File: src/rtl/emc_slave.sv
// emc_slave: asynchronous EMC (external memory controller) slave bridged to a single-strobe internal bus.
// Optional byte-lane selects from BLSN are enabled with the EMC_SLAVE_BLSN_EN macro.
`default_nettype none

module emc_slave #(
  parameter int AW     = 8,
  parameter int DW     = 16,
  parameter int RD_TMO = 15
) (
  input  logic            clk_i,
  input  logic            rst_i,
  input  logic [AW-1:0]   A,
  input  logic [DW-1:0]   D_i,
  output logic [DW-1:0]   D_o,
  output logic            D_oe,
  input  logic [3:0]      BLSN,
  input  logic            WEN,
  input  logic            OEN,
  input  logic            CSN,
  output logic [AW-1:0]   adr_o,
  output logic [DW-1:0]   dat_o,
  output logic [DW/8-1:0] sel_o,
  output logic            we_o,
  output logic            stb_o,
  input  logic [DW-1:0]   dat_i,
  input  logic            ack_i,
  output logic            tmo_o
);

  localparam int SW = DW / 8;
  localparam int CW = (RD_TMO > 1) ? $clog2(RD_TMO + 1) : 1;
  localparam logic [CW-1:0] TMO_LAST = CW'(RD_TMO - 1);

  typedef enum logic [2:0] {
    IDLE     = 3'd0,
    WR_CAP   = 3'd1,
    RD_REQ   = 3'd2,
    RD_DRV   = 3'd3,
    WAIT_END = 3'd4
  } state_e;

  state_e          state_q, state_d;
  logic [1:0]      csn_sync_q, wen_sync_q, oen_sync_q;
  logic [1:0]      warm_q;
  logic            armed_q;
  logic [AW-1:0]   adr_q, adr_d;
  logic [DW-1:0]   dat_q, dat_d;
  logic [SW-1:0]   sel_q, sel_d;
  logic            we_q, we_d;
  logic            stb_q, stb_d;
  logic            doe_q, doe_d;
  logic [DW-1:0]   do_q, do_d;
  logic            tmo_q, tmo_d;
  logic [CW-1:0]   cnt_q, cnt_d;

  logic            csn_s, wen_s, oen_s;
  logic            drive_ok;
  logic [SW-1:0]   sel_wr;
  logic            blsn_unused;

  assign csn_s    = csn_sync_q[1];
  assign wen_s    = wen_sync_q[1];
  assign oen_s    = oen_sync_q[1];
  assign drive_ok = !oen_s && !csn_s && wen_s;

`ifdef EMC_SLAVE_BLSN_EN
  assign sel_wr = ~BLSN[SW-1:0];
`else
  assign sel_wr = '1;
`endif
  assign blsn_unused = ^BLSN;

  // warm_q marks when the synchronisers hold real pad samples, so a CSN held
  // low across reset is never mistaken for a fresh chip-select cycle.
  always_ff @(posedge clk_i or negedge rst_i) begin
    if (!rst_i) begin
      csn_sync_q <= 2'b11;
      wen_sync_q <= 2'b11;
      oen_sync_q <= 2'b11;
      warm_q     <= 2'b00;
      armed_q    <= 1'b0;
    end else begin
      csn_sync_q <= {csn_sync_q[0], CSN};
      wen_sync_q <= {wen_sync_q[0], WEN};
      oen_sync_q <= {oen_sync_q[0], OEN};
      warm_q     <= {warm_q[0], 1'b1};
      armed_q    <= armed_q | (warm_q[1] & csn_s);
    end
  end

  always_ff @(posedge clk_i or negedge rst_i) begin
    if (!rst_i) begin
      state_q <= IDLE;
      adr_q   <= '0;
      dat_q   <= '0;
      sel_q   <= '1;
      we_q    <= 1'b0;
      stb_q   <= 1'b0;
      doe_q   <= 1'b0;
      do_q    <= '0;
      tmo_q   <= 1'b0;
      cnt_q   <= '0;
    end else begin
      state_q <= state_d;
      adr_q   <= adr_d;
      dat_q   <= dat_d;
      sel_q   <= sel_d;
      we_q    <= we_d;
      stb_q   <= stb_d;
      doe_q   <= doe_d;
      do_q    <= do_d;
      tmo_q   <= tmo_d;
      cnt_q   <= cnt_d;
    end
  end

  always_comb begin
    state_d = state_q;
    adr_d   = adr_q;
    dat_d   = dat_q;
    sel_d   = sel_q;
    we_d    = we_q;
    stb_d   = 1'b0;
    doe_d   = 1'b0;
    do_d    = do_q;
    tmo_d   = tmo_q;
    cnt_d   = cnt_q;
    case (state_q)
      IDLE: begin
        if (armed_q && !csn_s) begin
          if (!wen_s) begin
            // Capture on entry too, so a one-cycle WEN pulse still carries A/D.
            state_d = WR_CAP;
            adr_d   = A;
            dat_d   = D_i;
            sel_d   = sel_wr;
          end else if (!oen_s) begin
            state_d = RD_REQ;
            adr_d   = A;
            sel_d   = '1;
            we_d    = 1'b0;
            stb_d   = 1'b1;
            cnt_d   = '0;
          end
        end
      end
      WR_CAP: begin
        if (wen_s || csn_s) begin
          stb_d   = 1'b1;
          we_d    = 1'b1;
          state_d = WAIT_END;
        end else begin
          adr_d = A;
          dat_d = D_i;
          sel_d = sel_wr;
        end
      end
      RD_REQ: begin
        if (csn_s) begin
          state_d = IDLE;
        end else if (ack_i) begin
          do_d    = dat_i;
          doe_d   = drive_ok;
          state_d = RD_DRV;
        end else if (cnt_q == TMO_LAST) begin
          do_d    = '0;
          tmo_d   = 1'b1;
          doe_d   = drive_ok;
          state_d = RD_DRV;
        end else begin
          cnt_d = cnt_q + 1'b1;
        end
      end
      RD_DRV: begin
        if (oen_s || csn_s) begin
          state_d = WAIT_END;
        end else begin
          doe_d = drive_ok;
        end
      end
      WAIT_END: begin
        if (csn_s || (wen_s && oen_s)) begin
          state_d = IDLE;
        end
      end
      default: state_d = IDLE;
    endcase
  end

  assign adr_o = adr_q;
  assign dat_o = dat_q;
  assign sel_o = sel_q;
  assign we_o  = we_q;
  assign stb_o = stb_q;
  assign D_oe  = doe_q;
  assign D_o   = do_q;
  assign tmo_o = tmo_q;

endmodule

`default_nettype wire

File: config.mk
export PLATFORM = sky130hd
export DESIGN_NAME = emc_slave
export DESIGN_NICKNAME = d
export VERILOG_FILES = /design/src/rtl/emc_slave.sv
export SDC_FILE = /design/constraint.sdc
export NUM_CORES = 1
export LEC_CHECK = 0
export CORE_MARGIN = 10
export CORE_UTILIZATION = 43
export DETAILED_ROUTE_END_ITERATION = 10
export HOLD_SLACK_MARGIN = 0.12
export PLACE_DENSITY = 0.8
export SKIP_CTS_REPAIR_TIMING = 1
export SLEW_MARGIN = 20
export SYNTH_ARGS = -nofsm -noshare
export SYNTH_HDL_FRONTEND = slang
export SYNTH_SLANG_ARGS = --single-unit
File: constraint.sdc
create_clock -name clk_i -period 2.3 [get_ports clk_i]
set_clock_uncertainty 0.05 [all_clocks]
set_input_delay 0.46 -clock clk_i [delete_from_list [all_inputs] [get_ports clk_i]]
set_output_delay 0.46 -clock clk_i [all_outputs]
set_load 0.1 [all_outputs]
* After elaboration in Yosys (flattened, before gate mapping)
Index checks and enable logic that the tools add are counted.
** Word-level totals
- Flip-flop bits (word level) :: 62
- Input port bits :: 50
- Output and inout port bits :: 46
- Word-level logic and storage cells :: 106
** Operators by class
- Add/subtract/negate cells :: 1
- Equality and inequality tests :: 18
- Muxes and demuxes :: 48
- Bitwise operators :: 4
- Reductions and logical operators :: 20
** Operators by type and width (count)
- 2-to-1 mux 16 bit :: 5
- 2-to-1 mux 8 bit :: 4
- case mux 16 bit (2 select lines) :: 1
- 2-to-1 mux 3 bit :: 9
- 2-to-1 mux 4 bit :: 6
- inequality test 2 bit (second input constant) :: 11
- case mux 8 bit (2 select lines) :: 1
- case mux 3 bit (5 select lines) :: 1
- 2-to-1 mux 1 bit :: 12
- AND reduction 4 bit :: 3
- 2-to-1 mux 2 bit :: 4
- case mux 4 bit (2 select lines) :: 1
- AND reduction 7 bit :: 1
- equality test 3 x 2 -> 1 bit (second input constant) :: 2
- case mux 1 bit (2 select lines) :: 3
- AND reduction 6 bit :: 1
- nonzero test 2 bit :: 3
- AND reduction 5 bit :: 1
- adder 4 x 1 -> 4 bit (second input constant) :: 1
- equality test 4 bit (second input constant) :: 1
- logical AND 1 bit :: 4
- inequality test 4 bit (second input constant) :: 1
- case mux 2 bit (2 select lines) :: 1
- equality test 3 x 1 -> 1 bit (second input constant) :: 1
- 9 further kinds :: 13

* Logic depth before layout (Yosys ltp)
Gate-level depths: netlist (run 1).
- Depth in word-level cells :: 7
- Gate-level depth with buffers :: 7

* Worst setup path after synthesis (run 1)
Ideal clock, no wire load.
- Kind :: register -> register
- Start point :: register cnt_q[0]
- End point :: register cnt_q[1]
- Arrival time :: 1.708 ns
- Required time :: 2.132 ns
- Path slack :: 0.424 ns
- Cell stages (with the launch flop) :: 8
- Buffers on the path :: 1
- Clock period less this slack :: 1.876 ns
- Path through :: dfrtp_1 -> inv_1 -> ha_1 -> and3_1 -> buf_2 -> or4_4 -> and2_4 -> a21o_1
** Between the ends
- Cells in the longest elaborated chain, start to end :: 5
- Elaborated cells on any way between the ends :: 8
- Those cells by class :: 1 x add/sub; 2 x eq/ne; 4 x mux; 1 x reduce/logical
** Ends and longest elaborated chain
- start: declaration :: line 54 : logic [CW-1:0] cnt_q, cnt_d;
- start signal: assignment :: line 113 : cnt_q <= cnt_d;
- adder 4 x 1 -> 4 bit :: line 171 : cnt_d = cnt_q + 1'b1;
- 2-to-1 mux 4 bit :: line 165 : end else if (cnt_q == TMO_LAST) begin
- 2-to-1 mux 4 bit :: line 161 : end else if (ack_i) begin
- 2-to-1 mux 4 bit :: line 159 : if (csn_s) begin
- case mux 4 bit (2 select lines) :: line 128 : case (state_q)
Several ways; a longest one is shown, not always the timed one. The select of a mux whose other input is x is not followed.
A chain may end at the register's enable or synchronous reset.

* Final worst setup path (run 1)
- Start point :: register state_q[2]
- End point :: register do_q[15] (netlist: D_o[15])
** Between the ends
- Cells in the longest elaborated chain, start to end :: 2
** Ends and longest elaborated chain
- start: declaration :: line 42 : state_e state_q, state_d;
- start signal: assignment :: line 104 : state_q <= state_d;
- equality test 3 x 2 -> 1 bit :: line 128
- AND reduction 3 bit (no source line)
- end signal: assignment :: line 111 : do_q <= do_d;
- end: declaration :: line 52 : logic [DW-1:0] do_q, do_d;
No other way between the ends.

==> results.md, run 1 <==
* Setup_tns at 0 ns
* Max Cap Violations at 0
* Unrepaired setup endpoints after global routing: no
* ANT nets after route at 0
* Sink Count at 60
* CP Data Arrival Time at ~2.2 ns
* Worst setup EP type: flop
* Syn avg cell area at 13.9 um^2
* WP data required at 2.51 ns
* Initial Utilization at 45.3%
* DP Cell Count at between 300 and 400
* Worst R2R Path Depth at 4
* Post-place setup slack at 0.00155 ns
* Status: complete, no violations
* YS warnings at 0
* Normalized max-slew margin at 55.2%
* Area delta synth->final at 46.3%
* Hold path start: warm_q[0]$_DFF_PN0_
* Kind of critical path: flop to flop
* ANT cells at 0
* Synth unique cells at 38
* Core area at 5240 um^2
* IO Port Bufs at 89
* Fmax achieved at 512 MHz
* Clock slew at reported path FFs at roughly 0.060 ns
* Synthesized instance count at 170
* IO Pins at 96
* Post-synth ARST share at 100%
* First-pass GRT wire length at 9010 um
* Slew Limit Fails at 0
* Clk buf depth at 2
* Multi-input logic area at 778 um^2
* Post-DP HPWL at between 3000 and 4000 um
* Worst Tran Pin Value at a little under 0.7 ns
* Fin cells at 340
* Register area at 1510 um^2
* Fraction of layout cells with a size suffix above 1 at 37.4%
* Reg2reg end: D_o[15]$_DFFE_PN0P_
* Die H at 94.3 um
* GRT overflow at 0
* Top_reg_cell synth: dfrtp_1
* H-tree depth at 3
* Clock root buffer: clkbuf_8
* Vias in the first global route at between 1,500 and 2,000
* Hold worst-path end: warm_q[1]$_DFF_PN0_
* Max FO, Critical Path at 16
* Iter 0 DRT Violations at 77
* All-Layer GR Usage at 13.0%
* CTS tree: yes
* R2r startpoint: state_q[2]$_DFFE_PN0P_
* WL final at 5570 um
* Clk Latency, worst-skew pair at 0.33 ns
* Total number of vias at 1,705
* Largest net degree at the start of global routing at about 60
* Vias/cell at 5.01
* Die span in x at 94.3 um
* Mapped cell area at about 2400 um^2
* Initial antenna violation count at 0
* Post-route minimum period at 1.95 ns
* Core occupancy in the finished layout at roughly two thirds
* Sequential fraction of the synthesis area at 63.6%
* Nets@finish at 317
* Hold crit path type: flop to flop
* DRC errors left at 0
* Hold Vio Cnt, Final at 0
* CTS Buf Count at 9
* Num rows at 26
* Final Worst Setup Slack at 0.348 ns
* Critical path launch point type: flop
* Die area at 8880 um^2
* Post-synth EDFFs at 0
* Seq cells post-synth at 60
* Crit share post-route at 84.9%
* DR pass1 iterations at 4
* R2r setup slk at 0.35 ns
* Routed wire per std cell at 16.4 um
* Hold Path Depth at 0
* Final setup fails at 0
* GP Congestion at 0.788
* FILL cells at 404
## metrics by stage
| step | instance area, um^2 | hold WS (ns) |
|---|---|---|
| global route | 3470 | 0.309 |
| CTS | 3450 | 0.0825 |
| global placement | 3200 | 0.284 |
| detailed placement | 3200 | 0.285 |
| finish | 3470 | 0.298 |
| floorplan | 2380 | 0.114 |
## Yosys cell counts (2+ instances only)
| library cell | instances | area [um^2] |
|---|---|---|
| a211oi_1 | 2 | 15.0 |
| a21o_1 | 4 | 30.0 |
| a21oi_1 | 3 | 15.0 |
| a22o_1 | 17 | 149 |
| buf_2 | 6 | 30.0 |
| buf_4 | 2 | 15.0 |
| buf_6 | 2 | 22.5 |
| dfrtp_1 | 54 | 1350 |
| dfstp_2 | 6 | 158 |
| ha_1 | 2 | 25.0 |
| inv_1 | 6 | 22.5 |
| mux2_2 | 24 | 270 |
| nand2_1 | 5 | 18.8 |
| nand3_1 | 4 | 20.0 |
| nor2_1 | 6 | 22.5 |
| nor3_1 | 3 | 15.0 |
| o21ai_0 | 2 | 10.0 |
| o2bb2ai_1 | 2 | 17.5 |
## critical path, cell delays in order, from the launching register on
cell     delay (ns)
dfrtp_1        0.46
or3b_4         0.46
nor2_1         0.15
and2_1         0.53
a22o_1         0.22
## cells in the final DEF (no fill, tap or decap), drive strengths merged, types with 2 or more instances in the layout
cell / count
a211oi: 2
a21o: 5
a21oi: 3
a22o: 17
and2: 2
buf: 48
bufinv: 3
clkbuf: 12
clkdlybuf4s50: 44
conb: 3
dfrtp: 54
dfstp: 6
ha: 2
inv: 6
mux2: 24
nand2: 5
nand3: 4
nor2: 6
nor3: 3
nor4b: 2
o21ai: 3
o2bb2ai: 2
or4: 2
## cell type report
cell class	instances	area share, %
Tap cell	70	2.53
Clock inverter	4	2.74
Inverter	6	0.649
Multi-Input combinational cell	95	22.4
Clock buffer	12	4.47
Sequential cell	60	43.5
Timing Repair Buffer	93	23.7
## per-layer routing
layer	global-route usage (%)	share of wire, %
met2	19.7	46
met5	0	0
met3	7.91	12
met1	14.0	40
met4	6.46	2.0
## cell families (layout without fill, tap and decap cells)
logic type               Yosys count  after routing  share of synthesized area, %
AO/OA/AOI/OAI                     36             36                          11.8
adder cells (fa/ha/maj)            2              2                          1.06
buffers and inverters             17            115                          4.01
flip-flops                        60             60                          63.6
multiplexers                      24             24                          11.4
other                              1              3                         0.158
AND/OR/NAND/NOR                   30             30                          7.97
## flip-flops by register name (all words and copies together) (netlist names)
signal	cells
state_q	3
cnt_q	4
armed_q	1
stb_o	1
adr_o	8
csn_sync_q	2
we_o	1
warm_q	2
oen_sync_q	2
D_oe	1
dat_o	16
tmo_o	1
D_o	16
wen_sync_q	2
## worst max path at each step
stage	from	endpoint	slack [ns]	cells after the start
after floorplan	cnt_q[0]$_DFFE_PN0P_	cnt_q[1]$_DFFE_PN0P_	0.42	7
after global placement	ack_i	D_o[6]$_DFFE_PN0P_	0.04	3
after detailed placement	ack_i	D_o[13]$_DFFE_PN0P_	0.002	3
after CTS	cnt_q[0]$_DFFE_PN0P_	D_o[15]$_DFFE_PN0P_	0.13	5
after global routing	state_q[0]$_DFFE_PN0P_	D_o[10]$_DFFE_PN0P_	0.24	4
final	state_q[2]$_DFFE_PN0P_	D_o[15]$_DFFE_PN0P_	0.35	4
Power of run 1 is not shown: default switching activity piles up to over one toggle a cycle in this logic, so the estimate is an artifact.
==> run 2: changes to the inputs <==
--- a/config.mk
+++ b/config.mk
@@ -6,10 +6,10 @@
 export NUM_CORES = 1
 export LEC_CHECK = 0
 export CORE_MARGIN = 10
-export CORE_UTILIZATION = 43
+export CORE_UTILIZATION = 39
 export DETAILED_ROUTE_END_ITERATION = 10
 export HOLD_SLACK_MARGIN = 0.12
-export PLACE_DENSITY = 0.8
+export PLACE_DENSITY = 0.76
 export SKIP_CTS_REPAIR_TIMING = 1
 export SLEW_MARGIN = 20
 export SYNTH_ARGS = -nofsm -noshare
==> constraint.sdc (replaced) <==
create_clock -name clk_i -period 1.7 [get_ports clk_i]
set_clock_uncertainty 0.05 [all_clocks]
set_input_delay 0.34 -clock clk_i [delete_from_list [all_inputs] [get_ports clk_i]]
set_output_delay 0.34 -clock clk_i [all_outputs]
set_load 0.1 [all_outputs]
==> run 2 against run 1 <==
  * The flow now finishes with violations (negative setup slack)
  * Design area increased by 21%
  * Die area grew 8.0%
  * Final cell count rose by 6.2%
  * Register-to-register slack worse by 0.42 ns
  * Utilization increased by 4.8 points
  * Non-clock buffer count increased by 16
  * First-iteration DRC count decreased by 49%
  * Sequential share of layout area shrank 7.6 points
  * Critical endpoint is now cnt_q[1]$_DFFE_PN0P_
  * Largest cell class is now non-clock buffers
==> results.md, run 2 (synthesis results as in run 1) <==
* DR pass1 iterations at 4 (unchanged)
* Routed wire per std cell at 17.4 um (was 16.4 um)
* IO Port Bufs at 89 (unchanged)
* Core area at 5920 um^2 (was 5240 um^2)
* Iter 0 DRT Violations at 39 (was 77)
* Hold Vio Cnt, Final at 0 (unchanged)
* Post-route minimum period at 1.78 ns (was 1.95 ns)
* R2r startpoint: state_q[2]$_DFFE_PN0P_ (unchanged)
* Largest net degree at the start of global routing at 29 (was 61)
* Die H at 98.0 um (was 94.3 um)
* ANT nets after route at 0 (unchanged)
* Most frequent cells in the layout: dfrtp_1, buf_12, clkdlybuf4s50_1 (was dfrtp_1, buf_4, clkdlybuf4s50_1)
* Total number of vias at 1,808 (was 1,705)
* Sink Count at 60 (unchanged)
* Initial Utilization at 40.0% (was 45.3%)
* CTS Buf Count at 9 (unchanged)
* Clock slew at reported path FFs at 0.06 ns (about the same)
* Area delta synth->final at 77.4% (was 46.3%)
* WL final at 6260 um (was 5570 um)
* Fraction of layout cells with a size suffix above 1 at 44.1% (was 37.4%)
* Hold worst-path end: wen_sync_q[1]$_DFF_PN1_ (was warm_q[1]$_DFF_PN0_)
* Die area at 9600 um^2 (was 8880 um^2)
* Vias/cell at 5.01 (about the same)
* R2r setup slk at -0.08 ns (was 0.35 ns)
* WP data required at 1.87 ns (was 2.51 ns)
* Worst R2R Path Depth at 4 (unchanged)
* Clk Latency, worst-skew pair at 0.33 ns (about the same)
* Max Cap Violations at 0 (unchanged)
* Final setup fails at 26 (was 0)
* ANT cells at 0 (unchanged)
* Clk buf depth at 2 (unchanged)
* Vias in the first global route at 1,949 (was 1,798)
* Unrepaired setup endpoints after global routing: yes (was no)
* All-Layer GR Usage at 13.2% (was 13.0%)
* Fmax achieved at 563 MHz (was 512 MHz)
* DRC errors left at 0 (unchanged)
* GRT overflow at 0 (unchanged)
* Post-DP HPWL at 4820 um (was 3990 um)
* Clock root buffer: clkbuf_8 (unchanged)
* IO Pins at 96 (unchanged)
* Placed Area at 3940 um^2 (was 3200 um^2)
* Hold Path Depth at 0 (unchanged)
* First-pass GRT wire length at 10,200 um (was 9010 um)
* Crit share post-route at 105% (was 84.9%)
* Most common cell after layout, fill and taps aside: dfrtp_1 (unchanged)
* Worst setup EP type: flop (unchanged)
* Status: finished, violations left (was complete, no violations)
* GP Congestion at 0.817 (was 0.788)
* Kind of critical path: flop to flop (unchanged)
* Final instance area at 4210 um^2 (was 3470 um^2)
* Final Worst Setup Slack at -0.0771 ns (was 0.348 ns)
* Die span in x at 98.0 um (was 94.3 um)
* Core occupancy in the finished layout at 71.0% (was 66.2%)
* Hold path start: wen_sync_q[0]$_DFF_PN1_ (was warm_q[0]$_DFF_PN0_)
* CP Data Arrival Time at 1.94 ns (was 2.16 ns)
* H-tree depth at 3 (unchanged)
* Slew Limit Fails at 0 (unchanged)
* Initial antenna violation count at 0 (unchanged)
* Reg2reg end: cnt_q[1]$_DFFE_PN0P_ (was D_o[15]$_DFFE_PN0P_)
* Critical path launch point type: flop (unchanged)
* CTS tree: yes (unchanged)
* Nets@finish at 333 (was 317)
* Num rows at 28 (was 26)
* Max FO, Critical Path at 4 (was 16)
* Hold crit path type: flop to flop (unchanged)
* Failing checks: negative setup slack
run 2: cell count changes in the layout (fill, tap and decap cells not counted), sizes merged:
cell	change
buf	+16
bufinv	-2
clkbuf	-1
clkinvlp	+3
run 2: final cells by class:
class	count	area (um^2)
Clock buffer	11	141
Clock inverter	5	61.3
Fill cell	402	1710
Inverter	6	22.5
Multi-Input combinational cell	95	850
Sequential cell	60	1510
Tap cell	75	93.8
Timing Repair Buffer	109	1530
run 2: per-stage QoR:
| step | hold WS, ns | setup TNS [ns] | setup WS (ns) | std cells |
|---|---|---|---|---|
| detailed placement | 0.271 | -3.46 | -0.192 | 342 |
| global placement | 0.272 | -2.85 | -0.166 | 342 |
| global route | 0.309 | -2.11 | -0.111 | 361 |
| CTS | -0.0970 | -2.09 | -0.123 | 358 |
| finish | 0.308 | -0.536 | -0.0771 | 361 |
| floorplan | -0.00559 | -0.565 | -0.151 | 172 |
run 2: how the worst max path moves through the flow:
stage,startpoint,endpoint,slack (ns),cells past startpoint
floorplan,cnt_q[0]$_DFFE_PN0P_,cnt_q[1]$_DFFE_PN0P_,-0.15,7
global placement,ack_i,cnt_q[1]$_DFFE_PN0P_,-0.17,4
detailed placement,ack_i,cnt_q[1]$_DFFE_PN0P_,-0.19,4
CTS,state_q[2]$_DFFE_PN0P_,D_o[1]$_DFFE_PN0P_,-0.12,4
global route,state_q[2]$_DFFE_PN0P_,cnt_q[2]$_DFFE_PN0P_,-0.11,4
finish,state_q[2]$_DFFE_PN0P_,cnt_q[1]$_DFFE_PN0P_,-0.08,4
run 2: layer usage:
| layer | track usage, % | routed length [um] | up-vias |
|---|---|---|---|
| met4 | 4.81 | 74 | 0 |
| met5 | 0 | 0 | - |
| met1 | 13.9 | 2330 | 903 |
| met2 | 21.8 | 3300 | 69 |
| met3 | 6.91 | 557 | 8 |
| li1 | - | - | 828 |
run 2: critical path: stages, from the launching register on:
cell and delay (ns):
dfrtp_2 0.41, or3b_4 0.38, or4_4 0.51, and2_4 0.16
a21o_1 0.15
Power of run 2 is left out for the same reason.
